--- config.mk ---
export PLATFORM = sky130hd
export DESIGN_NAME = autocorr_frame_seq
export DESIGN_NICKNAME = d
export VERILOG_FILES = /design/src/rtl/autocorr_frame_seq.sv
export SDC_FILE = /design/constraint.sdc
export NUM_CORES = 1
export LEC_CHECK = 0
export BUFFER_PORTS_ARGS = -buffer_cell sky130_fd_sc_hd__clkbuf_2
export CAP_MARGIN = 40
export CORE_MARGIN = 2
export CORE_UTILIZATION = 49
export DETAILED_ROUTE_END_ITERATION = 8
export HOLD_SLACK_MARGIN = 0.12
export MAX_ROUTING_LAYER = met4
export PLACE_DENSITY = 0.88
export SLEW_MARGIN = 20
export SYNTH_ARGS = -nofsm -noshare
export SYNTH_HDL_FRONTEND = slang
export SYNTH_SLANG_ARGS = --single-unit
export TNS_END_PERCENT = 10
--- constraint.sdc ---
create_clock -name clk -period 2.16 [get_ports clk]
set_clock_uncertainty 0.1 [all_clocks]
set_input_delay 0.432 -clock clk [delete_from_list [all_inputs] [get_ports clk]]
set_output_delay 0.432 -clock clk [all_outputs]
set_load 0.05 [all_outputs]
--- src/rtl/autocorr_frame_seq.sv ---
// -----------------------------------------------------------------------------
// autocorr_frame_seq
//
// Frame sequencer for the autocorrelation/windowing datapath. The block
// collects FRAME_LEN speech samples into the engine's input memory and pulses
// `start`. It then waits for `done` and reads the NUM_R autocorrelation results
// back through the test-read port. The results go out on a valid/ready stream.
//
// Ports
//   clk, reset           system clock; asynchronous active-low reset
//   run                  level; keeps the sequencer processing frames back to back
//   sampleIn/Valid/Ready 16-bit signed sample stream input
//   xMemAddr/Out/En      input-memory write port (data sign-extended to 32 bits)
//   autocorrMuxSel       1 = sequencer owns the memory ports, 0 = engine owns them
//   start, done          one-cycle engine start pulse; engine completion level
//   testReadRequested    result read address (R_BASE + index)
//   memIn                result read data, valid RD_LAT cycles after the address
//   rOut/rIndex/rValid/rReady  result stream output
//   busy                 high in every state except IDLE
//   error                WAIT watchdog fired on the current frame
//
// Optional feature
//   AUTOCORR_SEQ_TIMEOUT_EN : when defined, a counter bounds WAIT to
//   TIMEOUT_CYC cycles. If it expires, `error` is raised and the frame ends
//   without a read-back. When undefined, WAIT is unbounded and `error` is
//   tied low.
// -----------------------------------------------------------------------------
module autocorr_frame_seq #(
    parameter int          FRAME_LEN   = 240,
    parameter int          NUM_R       = 11,
    parameter logic [11:0] R_BASE      = 12'd0,
    parameter int          RD_LAT      = 2,
    parameter int          TIMEOUT_CYC = 4096
) (
    input  logic        clk,
    input  logic        reset,
    input  logic        run,
    input  logic [15:0] sampleIn,
    input  logic        sampleValid,
    output logic        sampleReady,
    output logic [7:0]  xMemAddr,
    output logic [31:0] xMemOut,
    output logic        xMemEn,
    output logic        autocorrMuxSel,
    output logic        start,
    input  logic        done,
    output logic [11:0] testReadRequested,
    input  logic [31:0] memIn,
    output logic [31:0] rOut,
    output logic [3:0]  rIndex,
    output logic        rValid,
    input  logic        rReady,
    output logic        busy,
    output logic        error
);

    localparam int CNT_W = $clog2(FRAME_LEN + 1);
    localparam int LAT_W = $clog2(RD_LAT + 1);

    localparam logic [CNT_W-1:0] CNT_FULL = CNT_W'(FRAME_LEN);
    localparam logic [CNT_W-1:0] CNT_LAST = CNT_W'(FRAME_LEN - 1);
    localparam logic [LAT_W-1:0] LAT_LAST = LAT_W'(RD_LAT);
    localparam logic [3:0]       IDX_LAST = 4'(NUM_R - 1);

    typedef enum logic [2:0] {IDLE, LOAD, START, WAIT, READ, OUT} stateT;

    stateT             state;
    logic [CNT_W-1:0]  sampleCount;   // samples accepted in the current frame
    logic [LAT_W-1:0]  latCount;      // cycles spent in READ for the current word
    logic [3:0]        idx;           // result index being read / presented

`ifdef AUTOCORR_SEQ_TIMEOUT_EN
    localparam int WAIT_W = $clog2(TIMEOUT_CYC + 1);
    localparam logic [WAIT_W-1:0] WAIT_LAST = WAIT_W'(TIMEOUT_CYC - 1);

    logic [WAIT_W-1:0] waitCount;
`else
    assign error = 1'b0;
`endif

    // NOTE: all state and outputs live in this single clocked block and use
    // non-blocking assignments, so every output is a flop and reads in the same
    // block see the pre-edge value.
    always_ff @(posedge clk or negedge reset) begin
        if (!reset) begin
            state             <= IDLE;
            sampleCount       <= '0;
            latCount          <= '0;
            idx               <= '0;
            sampleReady       <= 1'b0;
            xMemAddr          <= '0;
            xMemOut           <= '0;
            xMemEn            <= 1'b0;
            autocorrMuxSel    <= 1'b1;
            start             <= 1'b0;
            testReadRequested <= '0;
            rOut              <= '0;
            rIndex            <= '0;
            rValid            <= 1'b0;
            busy              <= 1'b0;
`ifdef AUTOCORR_SEQ_TIMEOUT_EN
            waitCount         <= '0;
            error             <= 1'b0;
`endif
        end else begin
            // Single-cycle strobes; only the cycles that need them set them.
            xMemEn <= 1'b0;
            start  <= 1'b0;

            unique case (state)
                IDLE: begin
                    if (run) begin
                        state          <= LOAD;
                        busy           <= 1'b1;
                        sampleReady    <= 1'b1;
                        sampleCount    <= '0;
                        autocorrMuxSel <= 1'b1;
                    end
                end

                LOAD: begin
                    if (sampleValid && sampleReady) begin
                        xMemEn      <= 1'b1;
                        xMemAddr    <= 8'(sampleCount);
                        xMemOut     <= {{16{sampleIn[15]}}, sampleIn};
                        sampleCount <= sampleCount + 1'b1;
                        if (sampleCount == CNT_LAST) begin
                            sampleReady <= 1'b0;
                        end
`ifdef AUTOCORR_SEQ_TIMEOUT_EN
                        error       <= 1'b0;
`endif
                    end else if (sampleCount == CNT_FULL) begin
                        // The last write is on the bus this cycle; hand the
                        // memory to the engine on the same edge as start.
                        state          <= START;
                        start          <= 1'b1;
                        autocorrMuxSel <= 1'b0;
                    end
                end

                START: begin
                    state <= WAIT;
`ifdef AUTOCORR_SEQ_TIMEOUT_EN
                    waitCount <= '0;
`endif
                end

                WAIT: begin
                    if (done) begin
                        state             <= READ;
                        idx               <= '0;
                        latCount          <= '0;
                        autocorrMuxSel    <= 1'b1;
                        testReadRequested <= R_BASE;
                    end
`ifdef AUTOCORR_SEQ_TIMEOUT_EN
                    else if (waitCount == WAIT_LAST) begin
                        // Engine never answered: flag it and end the frame
                        // exactly as the last result handshake would.
                        error          <= 1'b1;
                        autocorrMuxSel <= 1'b1;
                        if (run) begin
                            state       <= LOAD;
                            sampleReady <= 1'b1;
                            sampleCount <= '0;
                        end else begin
                            state <= IDLE;
                            busy  <= 1'b0;
                        end
                    end else begin
                        waitCount <= waitCount + 1'b1;
                    end
`endif
                end

                READ: begin
                    // Address has been stable since READ entry; memIn is
                    // settled once RD_LAT cycles have elapsed.
                    if (latCount == LAT_LAST) begin
                        rOut   <= memIn;
                        rIndex <= idx;
                        rValid <= 1'b1;
                        state  <= OUT;
                    end else begin
                        latCount <= latCount + 1'b1;
                    end
                end

                OUT: begin
                    if (rReady) begin
                        rValid <= 1'b0;
                        if (idx != IDX_LAST) begin
                            idx               <= idx + 4'd1;
                            latCount          <= '0;
                            testReadRequested <= R_BASE + 12'(idx) + 12'd1;
                            state             <= READ;
                        end else if (run) begin
                            state       <= LOAD;
                            sampleReady <= 1'b1;
                            sampleCount <= '0;
                        end else begin
                            state <= IDLE;
                            busy  <= 1'b0;
                        end
                    end
                end

                default: state <= IDLE;
            endcase
        end
    end

endmodule

# Word level (Yosys, flattened, before mapping)
# Index checks and enable logic that the tools add are counted.
[classes] add_sub_neg=4 multipliers=0 div=0 magnitude_cmp=0 n_eq_ne=21 shifts=0 muxes=50 bitwise=0 n_reduce_logical=18
[ops] op="12-bit 2-to-1 mux" n=3
[ops] op="8-bit 2-to-1 mux" n=4
[ops] op="2-bit inequality test (second input constant)" n=12
[ops] op="12-bit case mux with 2 select lines" n=1
[ops] op="8-bit case mux with 3 select lines" n=1
[ops] op="3-bit 2-to-1 mux" n=7
[ops] op="1-bit 2-to-1 mux" n=20
[ops] op="5-bit AND reduction" n=4
[ops] op="3-bit case mux with 6 select lines" n=1
[ops] op="8-bit equality test (second input constant)" n=2
[ops] op="4-bit 2-to-1 mux" n=3
[ops] op="3-bit nonzero test" n=3
[ops] op="8-bit by 1-bit adder with 8-bit output (second input constant)" n=1
[ops] op="2-bit 2-to-1 mux" n=4
[ops] op="4-bit case mux with 2 select lines" n=1
[ops] op="4-bit AND reduction" n=2
[ops] op="3-bit by 2-bit equality test with 1-bit output (second input constant)" n=2
[ops] op="3-bit equality test (second input constant)" n=2
[ops] op="1-bit case mux with 3 select lines" n=2
[ops] op="2-bit case mux with 3 select lines" n=1
[ops] op="6-bit AND reduction" n=1
[ops] op="2-bit nonzero test" n=3
[ops] op="4-bit by 1-bit adder with 5-bit output (second input constant)" n=1
[ops] op="4-bit by 1-bit adder with 4-bit output (second input constant)" n=1
[ops] op="9 further kinds" n=11
[word_totals] reg_bits=95 latch_bits=0 ramBits=0 rom_bits=0 in_bits=54 out_inout_bits=95 elab_cells=108 n_memories=0

# Logic depth before layout (Yosys ltp)
# Gate-level depths: netlist of the first run.
[depth] depth_word=4 ltp_mapped=7 depth_no_buf=6

# Worst setup path before layout of the first run
# Ideal clock, no wire load.
[synth_timing] path_kind="flip-flop to flip-flop" startpoint="register idx[1]" endpoint="register sampleCount[4]" setup_ps=78 arrival_ps=2093 t_required_ps=1982 setup_slack_ps=-111 stages_incl_launch_ff=7 path_buffers=1 synth_period_minus_slack_ps=2271 path_cell_list="dfrtp_1 ha_1 nand4b_1 o211a_2 buf_6 or4_1 a21oi_1"
[synth_between] elab_chain_len=3
[synth_rtl] item="start: declaration" line="70" text="logic [3:0] idx;"
[synth_rtl] item="start signal: assignment" line="194" text="idx <= idx + 4'd1;"
[synth_rtl] item="4-bit inequality test" line="193" text="if (idx != IDX_LAST) begin"
[synth_rtl] item="2-bit inequality test (no source line)"
[synth_rtl] item="4-bit AND reduction (no source line)"
[synth_rtl] item="end signal: assignment" line="126" text="sampleCount <= sampleCount + 1'b1;"
[synth_rtl] item="end: declaration" line="68" text="logic [CNT_W-1:0] sampleCount;"
# No other way between the ends.
# A chain may end at the register's enable or synchronous reset.

# Worst setup path in the final report of the first run
[layout_timing] startpoint="register idx[0]" endpoint="register sampleCount[7]"
# The elaborated chain is that of the path after synthesis.

==> results.md, run 1 <==
* Status: complete, no violations
* Crit share post-route at 0.953
* Ant. Diodes at 0
* Critical path's top delay family: simple AND/OR/NAND/NOR gates
* Met3 usage at 0.0493
* Initial DRT Pass Iterations at 7
* Unrepaired setup endpoints after global routing: no
* CTS Buf Count at 9
* Die footprint at 8440 um^2
* Synthesis Warnings at 0
* CTS tree: built
* Core area at 7610 um^2
* Worst path required time at 2330 ps
* Vias in the first global route at 2706
* Cells after synthesis at 297
* Comb power frac at 0.523
* Mean post-synth cell area at 12.7 um^2
* Die width at 91.9 um
* Max Cap Viol at 0
* Place WS at 106 ps
* Top cells by count, synth: 83 x dfrtp_1, 62 x mux2_2, 24 x buf_4, 13 x a21oi_1, 9 x nor2_1
* I/O Buffers at 140
* Worst Tran Pin Value at 505 ps
* Layout area overhead at 24.8%
* Post-synthesis cell area at roughly 3800 um^2
* Relative slew slack at 0.664
* Iter 0 DRT Violations at 159
* Initial Util at 0.497
* Layout cells sized above 1 at 0.540
* R2r setup slk at 100 ps
* ANT nets after route at 0
* Post-synthesis sequential area ratio at 0.556
* M1 GR Usage at 0.258
* Final max-slew violation count at 0
* Hold Crit Class: input port to flip-flop
* Cell count of the worst hold path at 2
* Row count at 32
* Worst Hold Launch: memIn[31]
* Critical path type: flip-flop to flip-flop
* Initial antenna violation count at 0
* Clk pwr share at 0.142
* First-pass GRT wire length at 13000 um
* Dominant synthesized flop cell: dfrtp_1
* Most used routing layer: met2
* GRT Total Usage at 0.201
* RR Endpoint: sampleCount[7]$_DFFE_PN0P_
* Skew-Pair Late Insertion Delay at roughly 350 ps
* Count leader, synth: dfrtp_1
* # DRC at 0
* Post-synth cell types at 48
* Share of the synthesized area in the top cell type at 0.549
* VDD IR max at around 0.00084 V
* Area leader, netlist: dfrtp_1
* Sum Neg Setup Slack at 0 ps
* Slowest-stage cell, CP: or4_1
* Final Routed Wirelength at ~7900 um
* Drt via density at between 5 and 6
* H-tree Lvls at 3
* Number of hold violations in the final report at 0
* GPL Wtd Cong at 0.808
* Worst path max stage delay at 500 ps
* Reg2Reg Depth at 6
* IO Count at 149
* Critical path capture point type: flip-flop
* Reg power frac at 0.335
* Critical path cell sequence: inv_1, ha_1, nand4b_1, o211a_4, or4_1, a21oi_1
* Core Util, Final at 0.621
* Origin of the critical flop-to-flop path: idx[0]$_DFFE_PN0P_
* Final min period at 2060 ps
* Post-route cell area at roughly 4700 um^2
* Post-synth EDFFs at 0
* Leakage at around 0.0024 uW
* Worst EP arrival at ~2200 ps
* Placed cell areas at around 4500 um^2
* Min-Delay Endpoint: rOut[31]$_DFFE_PN0P_
* P_int at 3460 uW
* WL per Instance at 14.6 um
* Switch share at 0.512
* Via count at between 2000 and 3000
* Post-detail-place hpwl at 5750 um
* Cell Pwr Density at 1500 nW/um^2
* Async set-reset flop share out of synthesis at 1.00
* Worst Setup Start Kind: flip-flop
* Buffers plus inverters on the worst setup path at 1
* Grt total ovfl at 0
* GR Util met2 at 0.311
* # setup viols final at 0
* Worst Slack Setup Final at 102 ps
* Num Clock Sinks at 84
* Crit-path max FO at 14
* Layout Nets at between 400 and 500
* Fin Hold WS at around 210 ps
* Clock Pin Slew Worst Setup and Hold Paths at ~90 ps
* Clock root cell: clkbuf_8
* Synth Register Bits at 84
* Largest net degree at the start of global routing at 40
* Net switching power at 3630 uW
* Dominant cells by area after synthesis: dfrtp_1 55%, mux2_2 18%, buf_4 4.8%
* Max Buffers Root-to-Sink at 2
* Max frequency at between 0.4 and 0.5 GHz
* Die height at 91.9 um
registers in the layout, summed over array words and instances (netlist names), 2 cells and up:
name,cells
rOut,32
idx,3
xMemOut,16
xMemAddr,8
latCount,2
testReadRequested,2
rIndex,4
state,3
sampleCount,8
stage by stage:
| stage | power [uW] | instances |
|---|---|---|
| after floorplan | 5440 | 304 |
| after detailed placement | 6110 | 522 |
| after global placement | 6020 | 522 |
| final | 7090 | 539 |
| after global routing | 7470 | 539 |
| after CTS | 7130 | 539 |
layout make-up:
class	instances	area [um^2]
timing repair buffer	153	841
clock inverter	6	48.8
sequential	84	2110
inverter	6	22.5
fill	604	2890
clock buffer	10	128
tap	102	128
multi-input combinational	178	1450
kinds of logic (layout without fill, tap and decap cells):
| family | Yosys count | in the layout | synth area share |
|---|---|---|---|
| AO/OA/AOI/OAI | 40 | 40 | 0.0715 |
| XOR/XNOR | 1 | 1 | 0.00232 |
| adder cells (fa/ha/maj) | 5 | 5 | 0.0165 |
| buffers and inverters | 42 | 175 | 0.0701 |
| flip-flops | 84 | 84 | 0.556 |
| multiplexers | 65 | 65 | 0.193 |
| other | 1 | 8 | 0.000991 |
| AND/OR/NAND/NOR | 59 | 59 | 0.0900 |
what timing repair did:
item | CTS | global route
setup buffers | 0 | 0
resized for setup | 0 | 1
hold endpoints to repair | 36 | 0
endpoints found under the setup margin | 0 | 2
hold buffers | 1 | 0
power groups by stage:
| stage | sequential [uW] | combinational [uW] | clock [uW] |
|---|---|---|---|
| finish | 2380 | 3710 | 1010 |
| global route | 2450 | 3900 | 1120 |
| CTS | 2380 | 3720 | 1040 |
| detailed placement | 2400 | 3710 | 0 |
| global placement | 2380 | 3640 | 0 |
| floorplan | 3630 | 1810 | 0 |
per-layer routing:
| metal | routed length [um] | up-vias |
|---|---|---|
| met5 | 0 | - |
| met2 | 3860 | 132 |
| li1 | - | 1303 |
| met4 | 90 | 0 |
| met1 | 3260 | 1337 |
| met3 | 647 | 8 |
placed cells by master, fill, tap and decap left out, types with 3 or more instances in the layout:
cell type and n:
a21oi_1 13, buf_12 3, buf_4 10, clkbuf_2 139
clkbuf_8 9, clkinvlp_4 3, conb_1 8, dfrtp_1 81
ha_1 5, inv_1 6, mux2_2 62, mux2i_1 3
nand2_1 8, nand2b_1 3, nand3_1 7, nand3b_1 3
nand4_1 3, nand4b_1 3, nor2_1 9, nor3_1 4
o21ai_0 6, o22ai_1 3, o31ai_1 5, or4_1 5
worst max path at each step:
stage | startpoint | end | slack [ps] | depth (start not counted)
CTS | idx[0]$_DFFE_PN0P_ | sampleCount[7]$_DFFE_PN0P_ | 70 | 6
global placement | idx[0]$_DFFE_PN0P_ | sampleCount[7]$_DFFE_PN0P_ | 170 | 6
detailed placement | idx[0]$_DFFE_PN0P_ | sampleCount[7]$_DFFE_PN0P_ | 110 | 6
finish | idx[0]$_DFFE_PN0P_ | sampleCount[7]$_DFFE_PN0P_ | 100 | 6
floorplan | testReadRequested[3]$_DFFE_PN0P_ | sampleCount[4]$_DFFE_PN0P_ | 40 | 5
global route | idx[0]$_DFFE_PN0P_ | sampleCount[7]$_DFFE_PN0P_ | 10 | 6
(Power assumes the default switching activity.)
==> run 2, diff against run 1 <==
--- a/config.mk
+++ b/config.mk
@@ -5,13 +5,13 @@
 export SDC_FILE = /design/constraint.sdc
 export NUM_CORES = 1
 export LEC_CHECK = 0
+export ABC_CLOCK_PERIOD_IN_PS = 2160
 export BUFFER_PORTS_ARGS = -buffer_cell sky130_fd_sc_hd__clkbuf_2
 export CAP_MARGIN = 40
 export CORE_MARGIN = 2
 export CORE_UTILIZATION = 49
 export DETAILED_ROUTE_END_ITERATION = 8
 export HOLD_SLACK_MARGIN = 0.12
-export MAX_ROUTING_LAYER = met4
 export PLACE_DENSITY = 0.88
 export SLEW_MARGIN = 20
 export SYNTH_ARGS = -nofsm -noshare
==> run 2 against run 1 <==
- global-route usage decreased by 0.57 points
- worst hold slack worse by 0.85 ps
- sequential share of layout area unchanged
- count of clock-buffer cells in the layout unchanged
- design area unchanged
- non-clock buffer count unchanged
- critical endpoint unchanged
==> results.md, run 2 (synthesis gave the netlist of run 1 again) <==
* Max Buffers Root-to-Sink at 2
* Die height at 91.9 um
* Via count at around 2800
* GRT Total Usage at 0.195
* Total power at 7100 uW
* Biggest regs: rOut x32, xMemOut x16
* Final max-slew violation count at 0
* Relative slew slack at 0.660
* Max Cap Viol at 0
* Row count at 32
* Placed cell areas at between 4000 and 5000 um^2
* First-pass GRT wire length at between 10000 and 15000 um
* GPL Wtd Cong at 0.796
* Num Clock Sinks at 84
* Status: complete, no violations
* Sum Neg Setup Slack at 0 ps
* Post-route cell area at 4720 um^2
* Worst Tran Pin Value at between 500 and 600 ps
* Vias in the first global route at approximately 2700
* Post-CTS setup buffer count at 0
* Critical path capture point type: flip-flop
* VDD IR max at 0.000842 V
* Fin Hold WS at about 210 ps
* IO Count at between 100 and 150
* Initial Util at 0.497
* Critical path type: flip-flop to flip-flop
* Skew-Pair Late Insertion Delay at 350 ps
* WL per Instance at 14.6 um
* Clock Pin Slew Worst Setup and Hold Paths at 90 ps
* Number of flip-flops in the largest register at 32
* Die width at 91.9 um
* Max frequency at 0.486 GHz
* Ant. Diodes at 0
* CTS tree: built
* Iter 0 DRT Violations at about 190
* Layout Nets at 491
* Storage cell area at 2110 um^2
* Worst EP arrival at 2230 ps
* Most frequent cells in the layout: 139 x clkbuf_2, 81 x dfrtp_1, 62 x mux2_2, 13 x a21oi_1, 10 x buf_4
* Core area at 7610 um^2
* Crit-path max FO at 14
* Fillers at 604
* Place WS at 106 ps
* Hold Crit Class: input port to flip-flop
* Largest register by flop count: rOut
* Initial DRT Pass Iterations at 7
* CTS Buf Count at 9
* Worst path required time at between 2000 and 2500 ps
* Largest net degree at the start of global routing at 40
* Drt via density at 5.16
* Commonest non-fill, non-tap cell in the layout: clkbuf_2
* Final Routed Wirelength at 7850 um
* Worst Slack Setup Final at around 100 ps
* Unrepaired setup endpoints after global routing: no
* Worst Setup Start Kind: flip-flop
* Die footprint at 8440 um^2
* Number of hold violations in the final report at 0
* Post-detail-place hpwl at 5750 um
* Crit share post-route at 0.953
* Clock root cell: clkbuf_8
* Layout cells sized above 1 at 0.540
* Final min period at 2060 ps
* Cell Pwr Density at roughly 1500 nW/um^2
* Multi-input logic area at ~1400 um^2
* # setup viols final at 0
* Layout area overhead at 24.8%
* I/O Buffers at 140
* # DRC at 0
* ANT nets after route at 0
* H-tree Lvls at 3
* Initial antenna violation count at 0
* Leakage at 0.00242 uW
* Grt total ovfl at 0
run 2: cell counts in the layout (fill, tap and decap cells not counted):
No cell type changed its count.
run 2: critical path, stage by stage, from the launching register on:
cell and delay (ps):
dfrtp_2 450, inv_1 70, ha_1 150, nand4b_1 180, o211a_4 360, or4_1 500, a21oi_1 160
run 2: what timing repair did:
| item | CTS | global route |
|---|---|---|
| endpoints found under the hold margin | 36 | 0 |
| setup endpoints to repair | 0 | 2 |
| gates resized for setup | 0 | 1 |
| hold buffers | 1 | 0 |
run 2: where the power goes:
group	total (uW)	switching [uW]	internal, uW
clock network	1010	584	428
logic	3710	2700	1010
registers	2370	354	2020
total	7100	3630	3460
run 2: area by class of cell:
type | instances | share of cell area
flip-flops and latches | 84 | 0.446
multi-input cells | 178 | 0.307
repair buffers | 153 | 0.178
clock buffers | 10 | 0.0270
well taps | 102 | 0.0270
clock inverters | 6 | 0.0103
inverters | 6 | 0.00477
run 2: worst paths after layout:
kind                                         from                          to  slack, ps  cells past startpoint
max in group asynchronous                   reset      xMemOut[1]$_DFFE_PN0P_        890                      3
min in group asynchronous                   reset        rOut[24]$_DFFE_PN0P_        490                      2
hold / removal                          memIn[31]        rOut[31]$_DFFE_PN0P_        210                      2
setup reg to reg               idx[0]$_DFFE_PN0P_  sampleCount[7]$_DFFE_PN0P_        100                      6
hold reg to reg            xMemOut[1]$_DFFE_PN0P_      xMemOut[1]$_DFFE_PN0P_        410                      1
setup / recovery               idx[0]$_DFFE_PN0P_  sampleCount[7]$_DFFE_PN0P_        100                      6
run 2: through the flow:
step | util | cells
global route | 0.621 | 539
floorplan | - | 304
detailed placement | 0.595 | 522
CTS | 0.620 | 539
global placement | 0.595 | 522
finish | 0.621 | 539
run 2: metal layers:
metal / part of all wire / track usage / wire (um)
met3: 0.093 / 0.0649 / 732
met5: 0 / 0 / 0
met2: 0.49 / 0.308 / 3850
met1: 0.40 / 0.249 / 3160
met4: 0.013 / 0.0771 / 102
